File: config.mk
export PLATFORM = sky130hd
export DESIGN_NAME = hov_run_ctrl
export DESIGN_NICKNAME = d
export VERILOG_FILES = /design/src/rtl/hov_run_ctrl.sv
export SDC_FILE = /design/constraint.sdc
export NUM_CORES = 1
export LEC_CHECK = 0
export CORE_MARGIN = 5
export CORE_UTILIZATION = 40
export DETAILED_ROUTE_END_ITERATION = 10
export GPL_TIMING_DRIVEN = 0
export PLACE_DENSITY = 0.75
export SLEW_MARGIN = 20
export SYNTH_ARGS = -nofsm -noshare
export SYNTH_HDL_FRONTEND = slang
export SYNTH_SLANG_ARGS = --single-unit
File: constraint.sdc
create_clock -name clk -period 5.1 [get_ports clk]
set_input_delay 1.02 -clock clk [delete_from_list [all_inputs] [get_ports clk]]
set_output_delay 1.02 -clock clk [all_outputs]
set_load 0.02 [all_outputs]
File: src/rtl/hov_run_ctrl.sv
// Hovalaag run controller: sequences CPU reset/run/stop and arbitrates
// the program-memory write port and the shared input RAM port.
module hov_run_ctrl #(
  parameter int ADDR_W = 13,
  parameter int CYC_W  = 16
) (
  input  logic              clk,
  input  logic              rst,
  input  logic              program_set,
  input  logic              input1_set,
  input  logic              input2_set,
  input  logic [ADDR_W-1:0] host_addr,
  input  logic [31:0]       host_prog_data,
  input  logic [11:0]       host_in_data,
  input  logic              run_req,
  input  logic              stop_req,
  input  logic [CYC_W-1:0]  cycle_limit,
  input  logic              cpu_halt,
  input  logic              cpu_in_req,
  input  logic              cpu_in_sel,
  input  logic [ADDR_W-1:0] cpu_in_addr,
  output logic              cpu_in_ack,
  output logic              cpu_en,
  output logic              cpu_rst,
  output logic              prog_we,
  output logic [7:0]        prog_waddr,
  output logic [31:0]       prog_wdata,
  output logic              inmem_en,
  output logic              inmem_we,
  output logic              inmem_sel,
  output logic [ADDR_W-1:0] inmem_addr,
  output logic [11:0]       inmem_wdata,
  output logic [1:0]        state,
  output logic [CYC_W-1:0]  cycles,
  output logic              timeout,
  output logic              write_drop
);

  typedef enum logic [1:0] {
    IDLE  = 2'd0,
    RESET = 2'd1,
    RUN   = 2'd2,
    DONE  = 2'd3
  } state_t;

  state_t stateQ, stateN;
  logic rdBusy, rdBusyN;
  logic ackN, cpuEnN, cpuRstN;
  logic progWeN;
  logic [7:0] progAddrN;
  logic [31:0] progDataN;
  logic inEnN, inWeN, inSelN;
  logic [ADDR_W-1:0] inAddrN;
  logic [11:0] inDataN;
  logic [CYC_W-1:0] cyclesN, cycInc;
  logic timeoutN, dropN;
  logic anySet, limitHit;

  assign state = stateQ;
  assign anySet = program_set | input1_set | input2_set;
  assign cycInc = cycles + 1'b1;
  assign limitHit = cpu_en && (cycle_limit != '0)
                    && (cycInc == cycle_limit);

  always_ff @(posedge clk) begin
    if (rst) begin
      stateQ      <= IDLE;
      rdBusy      <= 1'b0;
      cpu_in_ack  <= 1'b0;
      cpu_en      <= 1'b0;
      cpu_rst     <= 1'b0;
      prog_we     <= 1'b0;
      prog_waddr  <= '0;
      prog_wdata  <= '0;
      inmem_en    <= 1'b0;
      inmem_we    <= 1'b0;
      inmem_sel   <= 1'b0;
      inmem_addr  <= '0;
      inmem_wdata <= '0;
      cycles      <= '0;
      timeout     <= 1'b0;
      write_drop  <= 1'b0;
    end else begin
      stateQ      <= stateN;
      rdBusy      <= rdBusyN;
      cpu_in_ack  <= ackN;
      cpu_en      <= cpuEnN;
      cpu_rst     <= cpuRstN;
      prog_we     <= progWeN;
      prog_waddr  <= progAddrN;
      prog_wdata  <= progDataN;
      inmem_en    <= inEnN;
      inmem_we    <= inWeN;
      inmem_sel   <= inSelN;
      inmem_addr  <= inAddrN;
      inmem_wdata <= inDataN;
      cycles      <= cyclesN;
      timeout     <= timeoutN;
      write_drop  <= dropN;
    end
  end

  always_comb begin
    stateN    = stateQ;
    rdBusyN   = 1'b0;
    ackN      = rdBusy;
    cpuEnN    = 1'b0;
    cpuRstN   = 1'b0;
    progWeN   = 1'b0;
    progAddrN = prog_waddr;
    progDataN = prog_wdata;
    inEnN     = 1'b0;
    inWeN     = 1'b0;
    inSelN    = inmem_sel;
    inAddrN   = inmem_addr;
    inDataN   = inmem_wdata;
    cyclesN   = cycles;
    timeoutN  = timeout;
    dropN     = write_drop;
    unique case (stateQ)
      IDLE, DONE: begin
        if (run_req) begin
          stateN   = RESET;
          cpuRstN  = 1'b1;
          cyclesN  = '0;
          timeoutN = 1'b0;
          dropN    = 1'b0;
        end else if (program_set) begin
          progWeN   = 1'b1;
          progAddrN = host_addr[7:0];
          progDataN = host_prog_data;
        end else if (input1_set | input2_set) begin
          inEnN   = 1'b1;
          inWeN   = 1'b1;
          inSelN  = ~input1_set;
          inAddrN = host_addr;
          inDataN = host_in_data;
        end
      end
      RESET: begin
        stateN = RUN;
        cpuEnN = 1'b1;
        if (anySet) dropN = 1'b1;
      end
      RUN: begin
        if (anySet) dropN = 1'b1;
        if (cpu_en && cycles != '1) cyclesN = cycInc;
        // a read already in flight still acks after the run ends
        if (cpu_halt || stop_req) begin
          stateN   = DONE;
          timeoutN = 1'b0;
        end else if (limitHit) begin
          stateN   = DONE;
          cyclesN  = cycle_limit;
          timeoutN = 1'b1;
        end else if (cpu_in_req && !rdBusy && !cpu_in_ack) begin
          rdBusyN = 1'b1;
          inEnN   = 1'b1;
          inSelN  = cpu_in_sel;
          inAddrN = cpu_in_addr;
        end else begin
          cpuEnN = 1'b1;
        end
      end
      default: ;
    endcase
  end

endmodule

==> summary.md <==
| Metric | Value |
|---|---|
| Clock Root Buffer | clkbuf_16 |
| Starting Density | 40.8% |
| Clock transition at path regs | 0.07 ns |
| Total congestion overflow | 0 |
| Final slew viol count | 0 |
| CTS tree | yes |
| Crit Path Class | in -> reg |
| Setup TNS after final layout | 0 ns |
| Worst path arrival time | 3.67 ns |
| Share of post-route cells with drive strength above 1 | 6.63% |
| Synth Register Bits | 93 |
| Wire length of the first global-routing pass | 25900 um |
| Crit end category | flop |
| DRC Markers | 0 |
| Kind of cell adding the most delay to the critical path | simple AND/OR/NAND/NOR gates |
| Wl on met1 | 6690 um |
| Final ANT Viol Nets | 0 |
| HPWL after detailed placement | 12500 um |
| Synth Warn # | 0 |
| Core region area | 11400 um^2 |
| DR vias | 5064 |
| Die Width | 118 um |
| Vias in the first global route | 4947 |
| Setup repair bufs after CTS | 0 |
| Post_cts resized | 0 |
| First-pass iteration count of the detailed router | 4 |
| Critical Path Source Type | primary input |
| Worst-Skew Late Latency | 0.35 ns |
| I/O pins | 188 |
| Routed length on met2 | 7660 um |
| Die Span Y | 118 um |
| CP max stage delay | 0.55 ns |
| CP cell instances | clkdlybuf4s50_1 > nand4b_1 > or4_1 > o21a_2 > a22oi_4 > nand4_2 > a31oi_1 > a21oi_1 > buf_6 > o221a_1 |
| Crit. path cell count | 10 |
| Hold path depth | 2 |
| Antenna cells | 0 |
| Post-Syn Nets | 696 |
| Number of CTS-inserted buffers | 9 |
| Clk_skew | 0.00978 ns |
| Wirelength per Cell | 17.1 um |
| Pin count of the biggest net entering global routing | 17 |
| Final Critical Period | 3.43 ns |
| Worst Hold Class | reg -> reg |
| Worst slew margin | 57.8% |
| Commonest non-fill, non-tap cell in the layout | clkdlybuf4s50_1 |
| P per Cell Area | 361 nW/um^2 |
| Worst hold path startpoint | prog_wdata[25] |
| Leak Pwr | 0.00234 uW |
| Tcrit/Tclk final | 67.3% |
| Met3 WL | 1330 um |
| Setup-failing EPs final | 0 |
| Nets | 894 |
| Maximum clock rate | 291 MHz |
| RePlAce Congestion | 0.928 |
| Vias per cell | 5.38 |
| I/O Buffers | 187 |
| Seq/Total Area, Yosys | 40.0% |
| CTS Buffer Depth | 2 |
| H-tree depth | 3 |
| EDFF count, synth | 0 |
| Slowest cell on crit path | or4_1 |
| Core Util, Final | 61.6% |
| Least-Margin Pin Slew | 0.628 ns |
| Status | completed |
| Hold Vio Cnt, Final | 0 |
| Reg2reg setup slack | 2.01 ns |
| Max Cap Violations | 0 |
| Maximum VDD drop | 0.279 mV |
| Initial antenna violation count | 0 |
| Area delta synth->final | 51.1% |
| CTS sink cnt | 93 |
| Routed Wire Length | 16100 um |
| Tot Pwr | 2540 uW |
| Mapped Area | 4660 um^2 |
| Most frequent cells in the layout | clkdlybuf4s50_1, nand2_1, dfxtp_1, a21oi_1, nor2_1 |
| Yosys cell types | 57 |
| Hold path endpoint | prog_wdata[25] |
| Row count | 39 |
| Worst path bufs/invs | 2 |
| Top FF cell, synth | dfxtp_1 |
| Worst path required time | 5.34 ns |
| RSZ-0062 raised after global routing | no |
| Syn Inst Count | 596 |
| GRT Overall Usage | 22.8% |
| Uppermost layer routed | met4 |
| R2R depth | 10 |
| FFs w/ async S/R, synth | 0% |
| First-iteration detailed-routing DRC count | 339 |
| Die area | 13900 um^2 |
| Mean Syn Cell Area | 7.81 um^2 |
| Hold-fix buffers at CTS | 0 |
| CP Max Fanout | 10 |
| Worst reg2reg path startpoint | cycles[0] |
| End of the worst register-to-register path | inmem_addr[7] |
-- layer usage --
metal	vias up	track usage [%]
met3	32	7.30
met4	0	8.75
met1	2362	27.5
li1	2468	-
met5	-	0
met2	202	37.7
-- final cells by class --
cell class | instances | area [um^2]
fillers | 1040 | 4380
inverters | 11 | 41.3
clock inverters | 6 | 91.3
clock buffers | 10 | 239
multi-input cells | 448 | 2520
repair buffers | 187 | 1870
flip-flops and latches | 93 | 1860
plain buffers | 44 | 231
well taps | 143 | 179
-- stage by stage --
step                      cells  hold slack [ns]  worst slack, ns  area [um^2]
final                       942            0.453             1.67         7040
after global placement      926            0.442             1.36         6710
after detailed placement    926            0.447             1.32         6710
after floorplan             596            0.439             2.10         4660
after CTS                   942            0.457             1.70         7040
after global routing        942            0.483             1.54         7040
-- sequential cells by signal, summed over array words and instances (netlist names) --
signal and cells:
cycles 16, cpu_in_ack 1, inmem_wdata 12, inmem_sel 1, state 2, cpu_en 1, prog_wdata 32, inmem_we 1
cpu_rst 1, prog_we 1, inmem_addr 13, inmem_en 1, ackN 1, write_drop 1, prog_waddr 8, timeout 1
-- worst min-delay path, cell delays in order (launching register included) --
cell and delay, ns:
dfxtp_1 0.31, nand2_1 0.05, a21oi_1 0.05
-- synthesized netlist by cell type, types with 2 or more instances --
library cell / n / area [um^2]
buf_6: 4 / 45.0
a211oi_1: 3 / 22.5
nand4b_1: 2 / 17.5
and4_1: 3 / 26.3
xnor2_1: 16 / 140
or2_2: 2 / 12.5
buf_1: 2 / 7.51
buf_4: 8 / 60.1
o21ai_1: 21 / 105
or4_1: 2 / 15.0
a31oi_1: 4 / 25.0
nand2b_1: 4 / 25.0
or3_1: 5 / 31.3
o221a_1: 14 / 158
clkbuf_1: 25 / 93.8
o21ai_0: 25 / 125
ha_1: 4 / 50.1
mux2i_1: 14 / 140
buf_2: 5 / 25.0
nor3_1: 16 / 80.1
nor4_1: 10 / 62.6
mux2_2: 2 / 22.5
nor2b_1: 4 / 25.0
nand4_2: 3 / 37.5
a21oi_1: 61 / 305
nand4_1: 6 / 37.5
nand2_1: 139 / 522
nor3b_1: 3 / 22.5
nor4_2: 3 / 37.5
inv_1: 11 / 41.3
o211ai_1: 4 / 30.0
dfxtp_1: 93 / 1860
nand3_2: 4 / 40.0
nor2_1: 46 / 173
nand3_1: 3 / 15.0
nand3b_1: 4 / 30.0
-- kinds of logic (layout without fill, tap and decap cells) --
| family | Yosys count | in the layout | synth area share (%) |
|---|---|---|---|
| AND/OR/NAND/NOR | 267 | 267 | 27.4 |
| AO/OA/AOI/OAI | 144 | 144 | 19.0 |
| flip-flops | 93 | 93 | 40.0 |
| buffers and inverters | 55 | 258 | 5.86 |
| XOR/XNOR | 17 | 17 | 3.20 |
| multiplexers | 16 | 16 | 3.49 |
| adder cells (fa/ha/maj) | 4 | 4 | 1.07 |
-- worst max path at each step --
stage	from	end
detailed placement	cycle_limit[8]	inmem_addr[7]
CTS	cycle_limit[8]	inmem_addr[7]
floorplan	cycle_limit[8]	inmem_addr[10]
global route	cycle_limit[8]	inmem_addr[7]
global placement	cycle_limit[8]	inmem_addr[10]
finish	cycle_limit[8]	inmem_addr[7]
-- power breakdown --
group / switching [uW] / leakage [uW] / internal [uW] / total [uW]
Combinational: 504 / 0.00142 / 402 / 906
Clock: 294 / 0.000163 / 446 / 741
Sequential: 60.3 / 0.000757 / 834 / 895
Total: 859 / 0.00234 / 1680 / 2540
No activity file was read; power rests on OpenSTA's default activity.
